File: src/rtl/i2c_reg_ctrl.sv
// i2c_reg_ctrl: register read/write sequencer for a byte-level I2C master.
// req_* accepts an access, m_* drives/observes the master, rsp_* reports it.
module i2c_reg_ctrl #(
  parameter int unsigned TIMEOUT_CYCLES = 100000
) (
  input  logic       clk,
  input  logic       reset_n,
  input  logic       req_valid,
  output logic       req_ready,
  input  logic       req_rw,
  input  logic [6:0] req_dev,
  input  logic [7:0] req_reg,
  input  logic [7:0] req_wdata,
  output logic       rsp_valid,
  output logic [7:0] rsp_rdata,
  output logic       rsp_err,
  output logic       m_ena,
  output logic [6:0] m_addr,
  output logic       m_rw,
  output logic [7:0] m_data_wr,
  input  logic       m_busy,
  input  logic [7:0] m_data_rd,
  input  logic       m_ack_error
);

  localparam int unsigned CW = $clog2(TIMEOUT_CYCLES + 1);

  typedef enum logic [2:0] {
    IDLE, START, BYTE1, BYTE2, FINISH, RESP
  } state_e;

  state_e        state_q;
  logic          busy_q;
  logic          rw_q;
  logic          err_q;
  logic [7:0]    wdata_q;
  logic [CW-1:0] cnt_q;

  logic busy_rise;
  logic busy_fall;
  logic busy_edge;
  logic hs;
  logic active;
  logic tmo;

  assign busy_rise = m_busy & ~busy_q;
  assign busy_fall = ~m_busy & busy_q;
  assign busy_edge = busy_rise | busy_fall;
  assign req_ready = (state_q == IDLE) & ~m_busy;
  assign hs        = req_valid & req_ready;
  assign active    = (state_q != IDLE) & (state_q != RESP);
  // a busy edge restarts the count, so it wins over an expiring timer
  assign tmo       = active & ~busy_edge &
                     (cnt_q == CW'(TIMEOUT_CYCLES - 1));
  assign rsp_err   = err_q;

  always_ff @(posedge clk or negedge reset_n) begin
    if (!reset_n) begin
      state_q   <= IDLE;
      busy_q    <= 1'b1;
      rw_q      <= 1'b0;
      err_q     <= 1'b0;
      wdata_q   <= '0;
      cnt_q     <= '0;
      m_ena     <= 1'b0;
      m_addr    <= '0;
      m_rw      <= 1'b0;
      m_data_wr <= '0;
      rsp_valid <= 1'b0;
      rsp_rdata <= '0;
    end else begin
      busy_q    <= m_busy;
      rsp_valid <= 1'b0;
      if (busy_edge) begin
        cnt_q <= '0;
      end else begin
        cnt_q <= cnt_q + CW'(1);
      end
      if (active & m_ack_error) begin
        err_q <= 1'b1;
      end
      if (tmo) begin
        m_ena     <= 1'b0;
        err_q     <= 1'b1;
        rsp_valid <= 1'b1;
        cnt_q     <= '0;
        state_q   <= RESP;
      end else begin
        unique case (state_q)
          IDLE: begin
            cnt_q <= '0;
            if (hs) begin
              rw_q      <= req_rw;
              wdata_q   <= req_wdata;
              err_q     <= 1'b0;
              m_ena     <= 1'b1;
              m_addr    <= req_dev;
              m_rw      <= 1'b0;
              m_data_wr <= req_reg;
              state_q   <= START;
            end
          end
          START: begin
            if (busy_rise) begin
              // queue the second byte while the pointer byte is on the bus
              if (rw_q) begin
                m_rw <= 1'b1;
              end else begin
                m_data_wr <= wdata_q;
              end
              state_q <= BYTE1;
            end
          end
          BYTE1: begin
            if (busy_rise) begin
              m_ena   <= 1'b0;
              state_q <= BYTE2;
            end
          end
          BYTE2: begin
            if (busy_fall) begin
              if (rw_q) begin
                rsp_rdata <= m_data_rd;
              end
              state_q <= FINISH;
            end
          end
          FINISH: begin
            if (busy_rise) begin
              err_q <= 1'b1;
            end else if (!m_busy) begin
              rsp_valid <= 1'b1;
              cnt_q     <= '0;
              state_q   <= RESP;
            end
          end
          RESP: begin
            cnt_q   <= '0;
            state_q <= IDLE;
          end
          default: begin
            state_q <= IDLE;
          end
        endcase
      end
    end
  end

endmodule

File: config.mk
export PLATFORM = sky130hd
export DESIGN_NAME = i2c_reg_ctrl
export DESIGN_NICKNAME = d
export VERILOG_FILES = /design/src/rtl/i2c_reg_ctrl.sv
export SDC_FILE = /design/constraint.sdc
export NUM_CORES = 1
export LEC_CHECK = 0
export BUFFER_PORTS_ARGS = -buffer_cell sky130_fd_sc_hd__buf_2
export CAP_MARGIN = 5
export CORE_ASPECT_RATIO = 0.7
export CORE_UTILIZATION = 40
export CTS_BUF_LIST = sky130_fd_sc_hd__clkbuf_8
export DETAILED_ROUTE_END_ITERATION = 16
export PLACE_DENSITY = 0.61
export SLEW_MARGIN = 10
export SYNTH_ARGS = -nofsm -noshare
export SYNTH_HDL_FRONTEND = slang
export SYNTH_SLANG_ARGS = --single-unit
File: constraint.sdc
create_clock -name clk -period 1.9 [get_ports clk]
set_clock_uncertainty 0.15 [all_clocks]
set_input_delay 0.38 -clock clk [delete_from_list [all_inputs] [get_ports clk]]
set_output_delay 0.38 -clock clk [all_outputs]
set_load 0.02 [all_outputs]
# == Word-level counts from Yosys, hierarchy flattened ==
# Cells that the tools add are included.
# totals
regBits,57
latch_bits,0
ram_bits,0
romBits,0
input_bits,37
output_inout_bits,28
elab_cells,88
memories,0
# classes
n_addsub,1
multipliers,0
div,0
n_lt_le_gt_ge,0
eq_ne,17
shifts,0
mux,34
n_bitwise,13
n_reduce_logical,11
# op_table
operator,count
17-bit two-way mux,4
17-bit one-hot mux with 2 select lines,1
8-bit two-way mux,3
3-bit two-way mux,7
3-bit inequality test (second input constant),7
17-bit by 1-bit adder with 17-bit output (second input constant),1
17-bit equality test (second input constant),1
8-bit one-hot mux with 2 select lines,1
3-bit one-hot mux with 5 select lines,1
1-bit two-way mux,14
5-bit AND reduction,2
1-bit AND,8
2-bit inequality test (second input constant),4
3-bit by 2-bit equality test with 1-bit output (second input constant),2
3-bit equality test (second input constant),2
1-bit one-hot mux with 2 select lines,3
3-bit AND reduction,2
6-bit AND reduction,1
3-bit nonzero test,2
1-bit NOT,4
4-bit AND reduction,1
3-bit by 1-bit equality test with 1-bit output (second input constant),1
3-bit zero test,1
2-bit nonzero test,1
other kinds (2),2

# == Logic depth before layout (Yosys ltp) ==
# Gate-level depths: netlist of the first run.
# logic_depth
depth_word,8
mapped_depth,7
depth_no_buf,6

# == Worst setup path after synthesis of the first run ==
# OpenSTA, ideal clock, no wires.
# synth_path
path_kind,input-to-reg
startpoint,in m_busy
endpoint,reg rsp_rdata[0]
setup_ns,0.125
arrival_time_ns,1.694
required_time_ns,1.625
setup_slack_ns,-0.069
cell_stages,6
path_buffers,0
path_cell_list,inv_1 -> ha_1 -> nor2b_1 -> nand4_1 -> o211ai_4 -> mux2_2
# synth_via
elab_chain_cells,8
elab_cells_between_ends,9
cone_classes,bitwise (8); reduce/logical (1)
# synth_rtl
element,line,source
start: declaration,21,"input logic m_busy,"
1-bit NOT,47,assign busy_fall = ~m_busy & busy_q;
1-bit AND,47,
1-bit bitwise OR,48,assign busy_edge = busy_rise | busy_fall;
1-bit NOT,53,assign tmo = active & ~busy_edge &
1-bit AND (2 in a row),53,
1-bit NOT (no line),n/a,
4-bit AND reduction (no line) (*),n/a,
end signal: assignment,123,rsp_rdata <= m_data_rd;
end: declaration,15,"output logic [7:0] rsp_rdata,"
# Mark *: on every way between the ends. The rest lies on a longest branch, timed or not.
# A chain may end at the register's enable or synchronous reset.

# == Final worst setup path of the first run ==
# layout_path
startpoint,reg busy_q
endpoint,reg rsp_rdata[2]
# layout_via
elab_chain_cells,8
elab_cells_between_ends,9
cone_classes,bitwise (8); reduce/logical (1)
# layout_rtl
element,line,source
start: declaration,33,logic busy_q;
start signal: assignment,72,busy_q <= m_busy;
1-bit NOT,46,assign busy_rise = m_busy & ~busy_q;
1-bit AND,46,
1-bit bitwise OR,48,
1-bit NOT,53,
1-bit AND (2 in a row),53,
1-bit NOT (no line),n/a,
4-bit AND reduction (no line) (*),n/a,
# Marked as above.

==> results of run 1 <==
## registers in the layout, indices dropped and copies added, names as in the netlist
signal	cells
busy_q	1
cnt_q	17
m_addr	7
rw_q	1
rsp_valid	1
m_ena	1
rsp_err	1
state_q	3
rsp_rdata	8
m_data_wr	8
m_rw	1
wdata_q	8
## synthesized netlist by cell type, types with 2 or more instances
cell type / n
sky130_fd_sc_hd__nand4_1: 10
sky130_fd_sc_hd__nand2b_1: 2
sky130_fd_sc_hd__a21oi_1: 3
sky130_fd_sc_hd__nor4_1: 4
sky130_fd_sc_hd__o21ai_0: 4
sky130_fd_sc_hd__nor2_1: 13
sky130_fd_sc_hd__nor2b_1: 3
sky130_fd_sc_hd__nor3b_1: 2
sky130_fd_sc_hd__nand2_1: 7
sky130_fd_sc_hd__ha_1: 3
sky130_fd_sc_hd__mux2_4: 8
sky130_fd_sc_hd__buf_2: 10
sky130_fd_sc_hd__or3_1: 3
sky130_fd_sc_hd__nand3_1: 7
sky130_fd_sc_hd__mux2_2: 32
sky130_fd_sc_hd__and3_1: 3
sky130_fd_sc_hd__nor3_1: 21
sky130_fd_sc_hd__xnor2_1: 8
sky130_fd_sc_hd__inv_1: 4
sky130_fd_sc_hd__dfrtp_1: 56
sky130_fd_sc_hd__xor2_1: 7
## worst register-to-register path: cells and delay by family, from the launching register on
family | cells | cell delay [ns]
DFF | 1 | 0.56
and+or+nand+nor | 2 | 0.32
muxes | 1 | 0.30
AOI/OAI and AO/OA | 1 | 0.24
buffers and inverters | 1 | 0.16
adders and majority gates | 1 | 0.13
## area by class of cell
cell class	count	area share
clock buffer	10	0.03627
clock inverter	5	0.02110
timing repair buffer	102	0.1797
tap	91	0.03000
inverter	4	0.003956
sequential	57	0.3769
multi-input combinational	156	0.3521
## what timing repair did
item | 4_1_cts | 5_1_grt
hold endpoints to repair | 19 | 0
buffers inserted | 3 | 2
pin swaps | 5 | 4
cloned | 0 | 1
resized for setup | 15 | 10
endpoints found under the setup margin | 17 | 36
hold buffers | 1 | 0
## metal layers
metal	up-vias	routed length, µm	GRT usage
li1	1022	-	-
met1	1037	3211	0.2911
met2	86	2652	0.2570
met3	11	551	0.05951
met4	0	82	0.07246
met5	-	0	0
## through the flow
step           TNS [ns]  hold slack (ns)  total power [mW]  instances  worst slack (ns)
4_1_cts         -0.8845           0.1007             5.180        422          -0.08653
3_3_place_gp     -3.606           0.2611             3.789        404           -0.2357
2_1_floorplan   -0.9103         -0.06559             3.132        229          -0.06148
5_1_grt          -1.731           0.1039             5.529        425           -0.1277
6_report        -0.6219           0.1168             5.259        425          -0.06539
3_5_place_dp     -3.866           0.2585             3.812        404           -0.2541
## power groups by stage
stage	Clock (mW)	Sequential [mW]	Combinational [mW]
after floorplan	0	2.17	0.964
after global placement	0	1.88	1.91
after detailed placement	0	1.89	1.93
after CTS	1.29	1.86	2.03
after global routing	1.33	1.93	2.27
final	1.26	1.87	2.12
## worst min path at each step
stage	startpoint	end	slack, ns	depth (start not counted)
final	req_dev[2]	m_addr[2]$_DFFE_PN0P_	0.12	2
after global routing	req_dev[2]	m_addr[2]$_DFFE_PN0P_	0.10	2
after CTS	m_data_rd[2]	rsp_rdata[2]$_DFFE_PN0P_	0.10	2
after detailed placement	reset_n	cnt_q[12]$_DFF_PN0_	0.26	1
after global placement	reset_n	cnt_q[12]$_DFF_PN0_	0.26	1
after floorplan	reset_n	cnt_q[0]$_DFF_PN0_	-0.07	0
## kinds of logic (layout without fill, tap and decap cells)
family / count (synthesis) / in the layout / share of synthesized area
compound gates: 16 / 16 / 0.05319
xor+xnor: 15 / 15 / 0.04773
fa+ha+maj: 3 / 3 / 0.01364
buf+inv: 16 / 121 / 0.02954
flops: 57 / 57 / 0.5186
mux: 41 / 41 / 0.1782
simple gates: 81 / 81 / 0.1591
==> impl_results.rst, run 1 <==
.. list-table::
   :header-rows: 1

   * - Metric
     - Value
   * - Fraction of the cycle the final worst path needs
     - 1.034
   * - Leakage power
     - about 1.8 nW
   * - H-Tree Depth
     - 3
   * - Class of the tightest hold or removal check
     - primary input to flop
   * - Comb pwr share
     - 0.403
   * - Slew at the pin closest to its max-slew limit
     - 0.5842 ns
   * - Share of total power in the clock network
     - 0.240
   * - Worst reg2reg path startpoint
     - busy_q$_DFF_PN1_
   * - Top-area cell type share of the netlist area
     - 0.5091
   * - Sequential cell area in the final layout
     - approximately 0.0014 mm²
   * - Most frequent cells in the layout
     - sky130_fd_sc_hd__buf_2, sky130_fd_sc_hd__dfrtp_1, sky130_fd_sc_hd__buf_4, sky130_fd_sc_hd__mux2_2, sky130_fd_sc_hd__nor3_1
   * - Sequential element share of the synthesized area
     - 0.5186
   * - Fraction of power spent switching nets
     - 0.3372
   * - TritonRoute pass-1 iters
     - 4
   * - Clock Tree Root
     - sky130_fd_sc_hd__clkbuf_8
   * - Critical-path maximum fanout
     - 8
   * - Total wire length
     - roughly 6500 µm
   * - Via count of the first global-routing pass
     - 2112
   * - Relative slew margins
     - 0.6106
   * - Core Rows
     - 24
   * - Critical path class
     - flop to flop
   * - Iteration-0 DRC count of the detailed router
     - between 90 and 100
   * - Capture point of the critical path
     - rsp_rdata[2]$_DFFE_PN0P_
   * - Post-synth EDFFs
     - 0
   * - Max_cap viols
     - 0
   * - Post-Place Cell Area
     - roughly 0.0034 mm²
   * - Starting density of the core
     - 0.4283
   * - Design area
     - approximately 0.0038 mm²
   * - Number of filler cells placed in the layout
     - 563
   * - Routability congestion estimate
     - just over 0.8
   * - Logic depth of the worst path, buffers included
     - 6
   * - Status
     - complete, but fails checks
   * - IO Pins
     - 65
   * - Number of hold violations in the final report
     - 0
   * - Yosys top cell by area
     - sky130_fd_sc_hd__dfrtp_1
   * - RSZ-0062 raised after global routing
     - true
   * - Largest delay contributor family on the critical path
     - flip-flops
   * - Cell count after synthesis
     - 229
   * - Multi-input combinational cell area
     - approximately 0.0013 mm²
   * - Share of post-route cells with drive strength above 1
     - 0.5269
   * - Worst-path cell chain
     - ha_4, nor2b_4, nand4_1, o211ai_4, buf_12, mux2_4
   * - Critical path buffers and inverters
     - 1
   * - Synthesized flop and latch total
     - between 50 and 60
   * - Library cell contributing the largest single delay on the critical path
     - sky130_fd_sc_hd__dfstp_2
   * - Total congestion overflow after global routing
     - 0
   * - Warnings, synthesis
     - 0
   * - Cells on worst reg2reg path
     - 6
   * - Worst Setup Slack, final
     - -0.06539 ns
   * - Synth Cell Area
     - between 0.002 and 0.003 mm²
   * - Maximum number of pins on one net before global-route repair
     - 24
   * - Nets
     - 370
   * - Syn Nets
     - 269
   * - GRT Overall Usage
     - 0.1930
   * - Number of buffers added on ports
     - 64
   * - Most frequent standard cell in the layout excluding fill and tap cells
     - sky130_fd_sc_hd__buf_2
   * - FF-to-FF setup slack
     - -0.07 ns
   * - Utilization of the core after routing
     - 0.5905
   * - Vias after detailed routing
     - around 2200
   * - Total setup violations reported at the end of the flow
     - 17
   * - Category of the worst setup path launch point
     - flop
   * - Syn_area_per_cell
     - between 10 and 15 µm²
   * - Launch point of the worst path
     - busy_q$_DFF_PN1_
   * - Mean routed wirelength per cell
     - about 15 µm
   * - Number of inserted diodes
     - 0
   * - Maximum number of buffers from clock root to sink
     - 2
   * - Pwr Density
     - roughly 1400 mW/mm²
   * - Area delta synth->final
     - 37.86%
   * - Initial antenna violation count
     - 0
   * - Global-route wire length before repair
     - ~11000 µm
   * - Violated checks
     - negative setup slack
   * - Sequential fraction of design power
     - 0.356
   * - Vias per std cell
     - 5.073
   * - Detailed Place HPWL
     - 4411 µm
   * - Remaining design rule violation count
     - 0
   * - Peak supply drop
     - between 0.7 and 0.8 mV
   * - Detail Route Antenna Nets
     - 0
   * - Slowest cell delay on critical path
     - roughly 0.56 ns
   * - Clock Latency Late Sink
     - between 0.3 and 0.4 ns
   * - Clock tree from TritonCTS
     - built
   * - Core region area
     - about 0.0064 mm²
   * - Worst path arrival time
     - between 2 and 2.5 ns
   * - Internal
     - around 3.5 mW
   * - Total net switching power
     - 1.773 mW
   * - Number of distinct library cells after synthesis
     - 40
   * - Inserted Clock Buffers
     - 9
   * - Element type at the critical path end
     - flop
   * - Data required, critical path
     - 1.98 ns
   * - Primary FF master, synth
     - sky130_fd_sc_hd__dfrtp_1
   * - Worst reg2reg endpoint
     - rsp_rdata[2]$_DFFE_PN0P_
   * - Min Tclk post-route
     - 1.965 ns
   * - Die width
     - a little over 100 µm
   * - Vert. Die Dim
     - 71.41 µm
   * - Max Transition Viols Final
     - 0
   * - Fraction of synthesis flops using an asynchronous set or reset pin
     - 1.000
   * - Clock net sink count
     - 57
   * - Clock edge transition at the registers on the reported setup and hold paths
     - ~0.070 ns
   * - Top cells by area in the synthesized netlist
     - sky130_fd_sc_hd__dfrtp_1, sky130_fd_sc_hd__mux2_2, sky130_fd_sc_hd__mux2_4
   * - Max frequency
     - roughly 510 MHz
   * - Area of the die
     - around 0.0072 mm²
No activity file was read; power rests on OpenSTA's default activity.
==> run 2, diff against run 1 <==
Settings changed: CORE_MARGIN set to 3, CTS_CLUSTER_SIZE set to 8.
==> run 2 against run 1 <==
Against the previous run: flip-flop and latch count did not move; the run still ends with negative setup slack left; maximum frequency fell by 2.0%; power rose by 4.9%; critical path type unchanged.
==> impl_results.rst, run 2 (synthesized netlist as in run 1, its figures left out) <==
.. list-table::
   :header-rows: 1

   * - Metric
     - Value
   * - Critical-path maximum fanout
     - 8
   * - Share of total power in the clock network
     - 0.259
   * - Total net switching power
     - about 1.8 mW
   * - Cells on worst reg2reg path
     - 6
   * - Initial antenna violation count
     - 0
   * - Clock Latency Late Sink
     - about 0.34 ns
   * - Endpoint of the worst hold-timing path
     - rsp_rdata[3]$_DFFE_PN0P_
   * - Global-route wire length before repair
     - between 10000 and 15000 µm
   * - Number of hold violations in the final report
     - 0
   * - Clock net sink count
     - 57
   * - Fraction of the cycle the final worst path needs
     - 1.055
   * - Maximum number of pins on one net before global-route repair
     - 58
   * - Most frequent cells in the layout
     - sky130_fd_sc_hd__buf_2, sky130_fd_sc_hd__dfrtp_1, sky130_fd_sc_hd__buf_4, sky130_fd_sc_hd__mux2_2, sky130_fd_sc_hd__nor3_1
   * - Worst reg2reg endpoint
     - m_data_wr[2]$_DFFE_PN0P_
   * - Max FFs per register
     - 17
   * - H-Tree Depth
     - 3
   * - Category of the worst setup path launch point
     - flop
   * - Min-delay src
     - m_data_rd[3]
   * - Total setup violations reported at the end of the flow
     - 32
   * - Internal
     - approximately 3.7 mW
   * - Max_cap viols
     - 0
   * - Vias per std cell
     - roughly 5
   * - Worst Hold Path Cells
     - 2
   * - Die width
     - 105.2 µm
   * - Number of buffers added on ports
     - 64
   * - Worst reg2reg path startpoint
     - busy_q$_DFF_PN1_
   * - Nets
     - between 300 and 400
   * - Starting density of the core
     - 0.4264
   * - Core region area
     - approximately 0.0065 mm²
   * - Vias after detailed routing
     - 2173
   * - Maximum number of buffers from clock root to sink
     - 2
   * - Routability congestion estimate
     - 0.8698
   * - Clock Tree Root
     - sky130_fd_sc_hd__clkbuf_8
   * - Status
     - complete, but fails checks
   * - RSZ-0062 raised after global routing
     - true
   * - FF-to-FF setup slack
     - -0.11 ns
   * - Number of inserted diodes
     - 0
   * - Peak supply drop
     - 0.7307 mV
   * - Core Rows
     - 24
   * - Leakage power
     - 1.846 nW
   * - Via count of the first global-routing pass
     - 2231
   * - Share of post-route cells with drive strength above 1
     - 0.5306
   * - Class of the tightest hold or removal check
     - primary input to flop
   * - Element type at the critical path end
     - flop
   * - Mean routed wirelength per cell
     - about 15 µm
   * - Fraction of power spent switching nets
     - 0.3235
   * - Detail Route Antenna Nets
     - 0
   * - Non-Filler Instances
     - around 430
   * - Pwr Density
     - about 1400 mW/mm²
   * - Final total negative setup slack
     - -1.441 ns
   * - Inserted Clock Buffers
     - 9
   * - Violated checks
     - negative setup slack
   * - Iteration-0 DRC count of the detailed router
     - around 110
   * - Sum of internal, switching and leakage power
     - between 5 and 6 mW
   * - GRT Overall Usage
     - 0.1740
   * - Vert. Die Dim
     - 75.41 µm
   * - Max Transition Viols Final
     - 0
   * - Most frequent standard cell in the layout excluding fill and tap cells
     - sky130_fd_sc_hd__buf_2
   * - Clock tree from TritonCTS
     - built
   * - DP Cell Count
     - just over 400
   * - Min Tclk post-route
     - 2.005 ns
   * - Total wire length
     - 6610 µm
   * - Data required, critical path
     - slightly below 2 ns
   * - Area delta synth->final
     - 41.95%
   * - IO Pins
     - 65
   * - Detailed Place HPWL
     - 4562 µm
   * - Sequential fraction of design power
     - 0.337
   * - Max frequency
     - around 500 MHz
   * - Clock edge transition at the registers on the reported setup and hold paths
     - ~0.070 ns
   * - Worst path arrival time
     - 2.08 ns
   * - Relative slew margins
     - 0.7548
   * - Remaining design rule violation count
     - 0
   * - Area of the die
     - 0.007929 mm²
   * - Largest register by flop count
     - cnt_q
   * - Total congestion overflow after global routing
     - 0
   * - TritonRoute pass-1 iters
     - 4
   * - Slew at the pin closest to its max-slew limit
     - between 0.3 and 0.4 ns
   * - Critical path class
     - flop to flop
   * - Comb pwr share
     - 0.404
   * - Worst Setup Slack, final
     - -0.1053 ns
-- run 2: area by class of cell --
cell class	instances	area, µm²
Inverter	4	15.01
Multi-Input combinational cell	156	1360
Clock buffer	11	151.4
Timing Repair Buffer	110	735.7
Fill cell	542	2549
Clock inverter	5	102.6
Sequential cell	57	1429
Tap cell	91	113.9
-- run 2: worst max path at each step --
stage / from / end / cells past startpoint
after detailed placement: m_busy / m_data_wr[5]$_DFFE_PN0P_ / 7
after CTS: state_q[0]$_DFFE_PN0P_ / req_ready / 4
after global routing: busy_q$_DFF_PN1_ / m_data_wr[2]$_DFFE_PN0P_ / 6
after floorplan: cnt_q[0]$_DFF_PN0_ / rsp_rdata[0]$_DFFE_PN0P_ / 5
after global placement: m_busy / m_data_wr[4]$_DFFE_PN0P_ / 7
final: busy_q$_DFF_PN1_ / m_data_wr[2]$_DFFE_PN0P_ / 6
-- run 2: power groups by stage --
stage	clock network (mW)	logic (mW)	registers, mW
6_report	1.43	2.23	1.86
2_1_floorplan	0	0.964	2.17
5_1_grt	1.51	2.39	1.91
3_5_place_dp	0	1.99	1.87
3_3_place_gp	0	1.94	1.87
4_1_cts	1.45	2.19	1.85
-- run 2: critical path, cell delays in order, from the launching register on --
cell,delay [ns]
sky130_fd_sc_hd__dfstp_2,0.55
sky130_fd_sc_hd__ha_4,0.13
sky130_fd_sc_hd__nor2b_4,0.14
sky130_fd_sc_hd__nand4_1,0.17
sky130_fd_sc_hd__buf_4,0.19
sky130_fd_sc_hd__o21ba_4,0.25
sky130_fd_sc_hd__mux2_4,0.31
-- run 2: layer usage --
layer,up-vias,routed length [µm],track usage
met3,7,347,0.05250
met1,1063,3269,0.2447
met2,58,2908,0.2623
met4,0,85,0.05386
met5,-,0,0
li1,1045,-,-
-- run 2: repair_timing --
item,4_1_cts,5_1_grt
setup endpoints to repair,17,48
pin swaps,5,6
resized for setup,22,8
hold endpoints to repair,56,0
gates cloned,0,0
setup buffers,8,1
hold buffers,1,0
-- run 2: per-stage QoR --
| stage | hold slack (ns) | util | cell area (µm²) | setup slack [ns] |
|---|---|---|---|---|
| floorplan | -0.06559 | - | 2766 | -0.06148 |
| global placement | 0.2578 | 0.5343 | 3450 | -0.3487 |
| detailed placement | 0.2546 | 0.5343 | 3450 | -0.3830 |
| CTS | 0.1039 | 0.5998 | 3872 | -0.1228 |
| global route | 0.1083 | 0.6052 | 3908 | -0.1513 |
| finish | 0.1170 | 0.6052 | 3908 | -0.1053 |
==> run 3, diff against run 2 <==
Settings changed: SKIP_CTS_REPAIR_TIMING set to 1.
==> run 3 against run 2 <==
Against the previous run: the run still ends with negative setup slack left; sequential share of layout area is 1.4 points lower; via count is 2.4% higher; flip-flop and latch count stayed put; worst setup slack worse by 0.044 ns; sequential power hardly changed; global-route usage is 0.89 points lower; core utilization is 2.4 points higher; non-clock buffer count stayed put; critical endpoint is now req_ready.
==> impl_results.rst, run 3 (synthesized netlist as in run 1, its figures left out) <==
.. list-table::
   :header-rows: 1

   * - Metric
     - Value
   * - Fraction of the cycle the final worst path needs
     - 1.079
   * - Vert. Die Dim
     - 75.41 µm
   * - Largest register by flop count
     - cnt_q
   * - Critical-path maximum fanout
     - 5
   * - Worst Setup Slack, final
     - -0.1495 ns
   * - Leakage power
     - between 1.5 and 2 nW
   * - Most frequent cells in the layout
     - sky130_fd_sc_hd__buf_2, sky130_fd_sc_hd__dfrtp_1, sky130_fd_sc_hd__buf_4, sky130_fd_sc_hd__mux2_2, sky130_fd_sc_hd__mux2_4
   * - Initial antenna violation count
     - 0
   * - Maximum number of buffers from clock root to sink
     - 2
   * - Iteration-0 DRC count of the detailed router
     - 94
   * - Most frequent standard cell in the layout excluding fill and tap cells
     - sky130_fd_sc_hd__buf_2
   * - Slew at the pin closest to its max-slew limit
     - ~0.42 ns
   * - Vias after detailed routing
     - 2226
   * - H-Tree Depth
     - 3
   * - Worst path arrival time
     - ~1.5 ns
   * - Max Transition Viols Final
     - 0
   * - Share of post-route cells with drive strength above 1
     - 0.5743
   * - Max frequency
     - 487.9 MHz
   * - Pwr Density
     - 1380 mW/mm²
   * - Element type at the critical path end
     - output port
   * - RSZ-0062 raised after global routing
     - true
   * - IO Pins
     - 65
   * - Core region area
     - roughly 0.0065 mm²
   * - Vias per std cell
     - around 5.1
   * - Global-route wire length before repair
     - approximately 10000 µm
   * - Violated checks
     - negative setup slack
   * - Mean routed wirelength per cell
     - approximately 16 µm
   * - Detailed Place HPWL
     - 4562 µm
   * - Min Tclk post-route
     - around 2.0 ns
   * - Relative slew margins
     - 0.7210
   * - Clock Latency Late Sink
     - between 0.3 and 0.4 ns
   * - FF-to-FF setup slack
     - -0.12 ns
   * - Clock net sink count
     - 57
   * - Total congestion overflow after global routing
     - 0
   * - Die width
     - 105.2 µm
   * - Category of the worst setup path launch point
     - flop
   * - Max_cap viols
     - 0
   * - Area of the die
     - 0.007929 mm²
   * - Nets
     - approximately 380
   * - Final total negative setup slack
     - -2.631 ns
   * - Inserted Clock Buffers
     - 9
   * - Max FFs per register
     - 17
   * - Via count of the first global-routing pass
     - between 2000 and 2500
   * - Maximum number of pins on one net before global-route repair
     - 58
   * - DP Cell Count
     - slightly above 400
   * - Clock tree from TritonCTS
     - built
   * - Number of buffers added on ports
     - 64
   * - GRT Overall Usage
     - 0.1651
   * - Number of inserted diodes
     - 0
   * - Number of filler cells placed in the layout
     - 517
   * - Non-Filler Instances
     - approximately 430
   * - Peak supply drop
     - slightly above 0.7 mV
   * - Core Rows
     - 24
   * - Number of hold violations in the final report
     - 0
   * - Detail Route Antenna Nets
     - 0
   * - Status
     - complete, but fails checks
   * - Area delta synth->final
     - 47.50%
   * - Class of the tightest hold or removal check
     - primary input to flop
   * - Routability congestion estimate
     - 0.8698
   * - Clock Tree Root
     - sky130_fd_sc_hd__clkbuf_8
   * - Clock edge transition at the registers on the reported setup and hold paths
     - ~0.070 ns
   * - Total setup violations reported at the end of the flow
     - 34
   * - Data required, critical path
     - about 1.4 ns
   * - Critical path class
     - flop to output port
   * - Total wire length
     - about 6900 µm
   * - TritonRoute pass-1 iters
     - 4
   * - Starting density of the core
     - 0.4264
   * - Remaining design rule violation count
     - 0
==> run 3: path summary, 6_finish.rpt <==
kind / endpoint / cells past startpoint / startpoint
max: req_ready / 4 / state_q[0]$_DFFE_PN0P_
min: rsp_rdata[3]$_DFFE_PN0P_ / 2 / m_data_rd[3]
max reg2reg: cnt_q[1]$_DFF_PN0_ / 9 / busy_q$_DFF_PN1_
min reg2reg: wdata_q[3]$_DFFE_PN0P_ / 1 / wdata_q[3]$_DFFE_PN0P_
max in group asynchronous: busy_q$_DFF_PN1_ / 3 / reset_n
min in group asynchronous: cnt_q[10]$_DFF_PN0_ / 3 / reset_n
==> run 3: critical path, cell delays in order (launching register included) <==
cell	delay (ns)
sky130_fd_sc_hd__dfrtp_2	0.43
sky130_fd_sc_hd__buf_6	0.13
sky130_fd_sc_hd__or3_4	0.39
sky130_fd_sc_hd__nor2_4	0.11
sky130_fd_sc_hd__buf_6	0.11
==> run 3: report_power, final <==
part           switching, mW  leakage [nW]  internal (mW)  total (mW)
clock                  0.490         0.131          0.940        1.43
sequential             0.235         0.721           1.63        1.86
combinational           1.11          1.02           1.20        2.31
total                   1.84          1.87           3.77        5.60
==> run 3: layer usage <==
layer  vias up  GRT usage  share of wire
li1       1048          -              -
met1      1108     0.2380           0.48
met2        63     0.2381           0.45
met3         7    0.05250          0.062
met4         0    0.05240          0.012
met5         -          0              0
==> run 3: cell type report <==
| type | instances | area, µm² | share of cell area |
|---|---|---|---|
| Clock buffer | 11 | 151.4 | 0.03729 |
| Tap cell | 91 | 113.9 | 0.02804 |
| Inverter | 4 | 20.02 | 0.004931 |
| Sequential cell | 57 | 1429 | 0.3519 |
| Clock inverter | 5 | 102.6 | 0.02527 |
| Timing Repair Buffer | 110 | 778.2 | 0.1917 |
| Multi-Input combinational cell | 156 | 1465 | 0.3609 |
==> run 3: through the flow <==
stage / instance area (µm²) / setup WS, ns / hold slack, ns / total power [mW] / util
3_3_place_gp: 3450 / -0.3487 / 0.2578 / 3.812 / 0.5343
5_1_grt: 4060 / -0.1966 / 0.1085 / 5.885 / 0.6289
4_1_cts: 3704 / -0.3120 / -0.1131 / 5.296 / 0.5736
2_1_floorplan: 2766 / -0.06148 / -0.06559 / 3.132 / -
6_report: 4060 / -0.1495 / 0.1163 / 5.602 / 0.6289
3_5_place_dp: 3450 / -0.3830 / 0.2546 / 3.859 / 0.5343
